### src/rtl/alu_share_arbiter.sv
// Round-robin arbiter that shares one ALU between the main datapath (port 0)
// and the address/branch helper (port 1), with valid/ready request and response.
module alu_share_arbiter #(
    parameter int WIDTH   = 32,
    parameter int OP_W    = 4,
    parameter int ALU_LAT = 1
) (
    input  logic                 clk,
    input  logic                 reset,
    input  logic [1:0]           req_valid,
    output logic [1:0]           req_ready,
    input  logic [2*WIDTH-1:0]   req_a,
    input  logic [2*WIDTH-1:0]   req_rd2,
    input  logic [2*WIDTH-1:0]   req_imm,
    input  logic [1:0]           req_src,
    input  logic [2*OP_W-1:0]    req_op,
    output logic [1:0]           rsp_valid,
    input  logic [1:0]           rsp_ready,
    output logic [WIDTH-1:0]     rsp_data,
    output logic                 rsp_zero,
    output logic [WIDTH-1:0]     alu_a,
    output logic [WIDTH-1:0]     alu_rd2,
    output logic [WIDTH-1:0]     alu_imm,
    output logic                 alu_src,
    output logic [OP_W-1:0]      alu_op,
    input  logic [WIDTH-1:0]     alu_result,
    input  logic                 alu_zero,
    output logic                 busy
);

    typedef enum logic [1:0] {IDLE, EXEC, RESP} state_t;

    localparam logic [3:0] CNT_LAST = 4'(ALU_LAT - 1);

    state_t           state, state_nxt;
    logic             grant, last_grant, pick;
    logic [3:0]       cnt;
    logic [WIDTH-1:0] a_q, rd2_q, imm_q;
    logic             src_q;
    logic [OP_W-1:0]  op_q;

    // NOTE: every always_comb output gets a default first so no path infers a latch.
    always_comb begin
        state_nxt = state;
        req_ready = 2'b00;
        rsp_valid = 2'b00;
        pick      = (req_valid == 2'b11) ? ~last_grant : req_valid[1];
        case (state)
            IDLE: begin
                if (|req_valid) begin
                    req_ready[pick] = 1'b1;
                    state_nxt       = EXEC;
                end
            end
            EXEC: begin
                if (cnt == CNT_LAST) state_nxt = RESP;
            end
            RESP: begin
                rsp_valid[grant] = 1'b1;
                if (rsp_ready[grant]) state_nxt = IDLE;
            end
            default: state_nxt = IDLE;
        endcase
    end

    // NOTE: sequential state uses non-blocking assignments so all registers update together.
    always_ff @(posedge clk or posedge reset) begin
        if (reset) begin
            state      <= IDLE;
            grant      <= 1'b0;
            last_grant <= 1'b1;
            cnt        <= 4'd0;
            a_q        <= '0;
            rd2_q      <= '0;
            imm_q      <= '0;
            src_q      <= 1'b0;
            op_q       <= '0;
            rsp_data   <= '0;
            rsp_zero   <= 1'b0;
        end else begin
            state <= state_nxt;
            case (state)
                IDLE: begin
                    if (|req_valid) begin
                        grant <= pick;
                        cnt   <= 4'd0;
                        a_q   <= pick ? req_a[2*WIDTH-1:WIDTH]   : req_a[WIDTH-1:0];
                        rd2_q <= pick ? req_rd2[2*WIDTH-1:WIDTH] : req_rd2[WIDTH-1:0];
                        imm_q <= pick ? req_imm[2*WIDTH-1:WIDTH] : req_imm[WIDTH-1:0];
                        src_q <= pick ? req_src[1]               : req_src[0];
                        op_q  <= pick ? req_op[2*OP_W-1:OP_W]    : req_op[OP_W-1:0];
                    end
                end
                EXEC: begin
                    cnt <= cnt + 4'd1;
                    if (cnt == CNT_LAST) begin
                        rsp_data <= alu_result;
                        rsp_zero <= alu_zero;
                    end
                end
                RESP: begin
                    if (rsp_ready[grant]) last_grant <= grant;
                end
                default: ;
            endcase
        end
    end

    // Operand registers feed the ALU directly, so the ALU inputs never glitch.
    assign alu_a   = a_q;
    assign alu_rd2 = rd2_q;
    assign alu_imm = imm_q;
    assign alu_src = src_q;
    assign alu_op  = op_q;
    assign busy    = (state != IDLE);

endmodule

### config.mk
export PLATFORM = sky130hd
export DESIGN_NAME = alu_share_arbiter
export DESIGN_NICKNAME = d
export VERILOG_FILES = /design/src/rtl/alu_share_arbiter.sv
export SDC_FILE = /design/constraint.sdc
export NUM_CORES = 1
export LEC_CHECK = 0
export BUFFER_PORTS_ARGS = -buffer_cell sky130_fd_sc_hd__buf_2
export CORE_MARGIN = 8
export CORE_UTILIZATION = 27
export DETAILED_ROUTE_END_ITERATION = 12
export SLEW_MARGIN = 40
export SYNTH_ARGS = -nofsm -noshare
export SYNTH_HDL_FRONTEND = slang
export SYNTH_SLANG_ARGS = --single-unit
### constraint.sdc
create_clock -name clk -period 5.9 [get_ports clk]
set_input_delay 0.59 -clock clk [delete_from_list [all_inputs] [get_ports clk]]
set_output_delay 0.59 -clock clk [all_outputs]
set_load 0.05 [all_outputs]
==> metrics <==
Final HPWL DP 15.2 mm; Tmin final about 3 ns; most common cell after layout, fill and taps aside buf_2; layout cells sized above 1 about four fifths; CTS tree done; Post-route DRC 0; Synth Warn # 0; port bufs between 300 and 400; Initial Util 27.4%; placer congestion estimate ~0.74; Initial DRC Count around 160; crit-path leading delay family buffers and inverters; DR vias/cell approximately 4.2; Area Growth Syn to Fin 38.6%; post-synthesis cell type count 27; sequential cell area fraction in the yosys report roughly 50%; crit-path cells or2_1 > nor2_4 > buf_4 > and2_1 > buf_2; Worst-path clk slew approximately 0.06 ns; clock buffer depth 2; vias post-DR 4921; full die area about 32000 um2; Rows 59; drt wl/cell between 15 and 20 um; total CTS buffers 17; RSZ-0062 raised after global routing no; largest net degree at the start of global routing between 100 and 150; initial antenna violation count 0; Worst path slowest cell buf_4; synthesized flop and latch total 142; CP max stage delay 0.58 ns; Post-DRT Antenna Nets 0; die height approximately 180 um; fin nets between 1000 and 1500; CP Max Fanout 42; Crit. End Element output port; total placed instance area approximately 9000 um2; R2R Path Start state[0]$_DFFE_PP0P_; period utilisation layout 51.0%; vias in the first global route around 5400; Slew Limit Fails 0; worst vdd ir approximately 0.34 mV; first-pass GRT wire length approximately 30 mm; CP startpoint kind register; Arrival @ worst endpoint roughly 2.4 ns; total negative slack 0 ns; Max Freq between 300 and 400 MHz; skew final around 0.012 ns; Fin. Hold Viols 0; CP startpoint state[0]$_DFFE_PP0P_; hold_buf cts 0; Detailed Routing Iterations Pass 1 4; worst slew pin tran a little under 0.8 ns; pre-CTS setup slack 3.27 ns; post-CTS sizing 0; Post-Syn Nets ~700; relative slew slack approximately 49%; crit path kind register to output port; Design Area, Final 9880 um2; num ports 380; total power 6620 uW; clk root buf clkbuf_16; antenna cell count 0; leakage power 0.00501 uW; most frequent cells in the layout buf_2 (379), dfrtp_1 (141), mux2_2 (122); max_cap viols 0; cell count after synthesis approximately 440; total power divided by cell area roughly 670 nW/um2; Sink Count around 140; aggregate global routing overflow 0; status complete, no violations; Synth Area per Inst roughly 16 um2; Setup Buffers After CTS 0; Worst EP required approximately 5.3 ns; final setup violation count 0; final core utilization 38.0%; chip width 178 um; core box area between 20000 and 30000 um2; CP bufs+invs 2; Clock H-tree levels 4; fin worst setup slack about 2.9 ns; Tot GR Track Use 12.1%; Cell Area, Synth 7120 um2; clk_lat worst skew 0.41 ns; Hold Path Class primary input to asynchronous set/reset pin; Routed WL roughly 20 mm
final timing paths:
check	slack, ns	cells after the start	endpoint
setup / recovery	2.89	5	req_ready[0]
hold / removal	0.28	2	alu_imm[20]$_DFFE_PP0P_
setup reg to reg	3.78	4	alu_imm[7]$_DFFE_PP0P_
hold reg to reg	0.48	1	cnt[3]$_DFFE_PP0P_
max in group asynchronous	4.54	3	alu_a[17]$_DFFE_PP0P_
min in group clk	0.41	2	rsp_data[7]$_DFFE_PP0P_
area by class of cell:
class                      instances  area (um2)
inverter                           3        16.3
timing repair buffer             384        1950
fill                            2541       16100
sequential                       142        3550
multi-input combinational        269        3310
tap                              335         419
clock buffer                      20         437
clock inverter                    12         185
routing by layer:
layer	GRT usage (%)	share of wire [%]	vias to the layer above
met5	0	0	-
met4	2.65	0.72	0
met3	5.38	10	9
met2	20.8	50	196
met1	13.5	39	2380
li1	-	-	2336
cell usage after synthesis:
| master | number | area share, % |
|---|---|---|
| a22o_1 | 1 | 0.12 |
| buf_8 | 5 | 1.1 |
| buf_6 | 11 | 1.7 |
| ha_1 | 2 | 0.35 |
| a21o_1 | 1 | 0.11 |
| dfstp_2 | 1 | 0.37 |
| o21ai_0 | 6 | 0.42 |
| mux2_2 | 122 | 19 |
| nand4_1 | 1 | 0.088 |
| inv_1 | 3 | 0.16 |
| nand2_1 | 3 | 0.16 |
| nand2b_1 | 2 | 0.18 |
| nor2b_1 | 2 | 0.18 |
| and2_1 | 2 | 0.18 |
| nand3b_1 | 1 | 0.11 |
| buf_2 | 11 | 0.77 |
| o211ai_1 | 2 | 0.21 |
| mux2_4 | 114 | 24 |
| dfrtp_1 | 141 | 50 |
| o31ai_1 | 1 | 0.11 |
| a21bo_1 | 1 | 0.14 |
| o22ai_1 | 1 | 0.088 |
| mux2i_1 | 1 | 0.14 |
| nor2_1 | 3 | 0.16 |
| nor2_4 | 1 | 0.16 |
| nor3b_1 | 1 | 0.11 |
| or2_1 | 1 | 0.088 |
logic make-up after synthesis:
group / share of synthesized area, %
adder cells (fa/ha/maj): 0.351
buffers and inverters: 3.72
AO/OA/AOI/OAI: 1.19
flip-flops: 49.9
AND/OR/NAND/NOR: 1.39
multiplexers: 43.4
state kept, by name, indices dropped and copies added (netlist names):
register and flops:
last_grant 1, alu_op 4, rsp_data 32, alu_imm 32, alu_rd2 32, grant 1
cnt 4, alu_src 1, state 2, alu_a 32, rsp_zero 1
power by group:
group / internal (uW) / switching (uW) / leakage, uW / total (uW)
logic: 1250 / 2500 / 0.00306 / 3750
registers: 1480 / 250 / 0.00166 / 1730
clock network: 713 / 430 / 0.000287 / 1140
total: 3440 / 3180 / 0.00501 / 6620
stage by stage:
step | instances | hold slack, ns
after CTS | 1165 | 0.300
after detailed placement | 1133 | 0.481
after global routing | 1165 | 0.319
after floorplan | 441 | 0.440
final | 1165 | 0.283
after global placement | 1133 | 0.475
(Power assumes the default switching activity.)
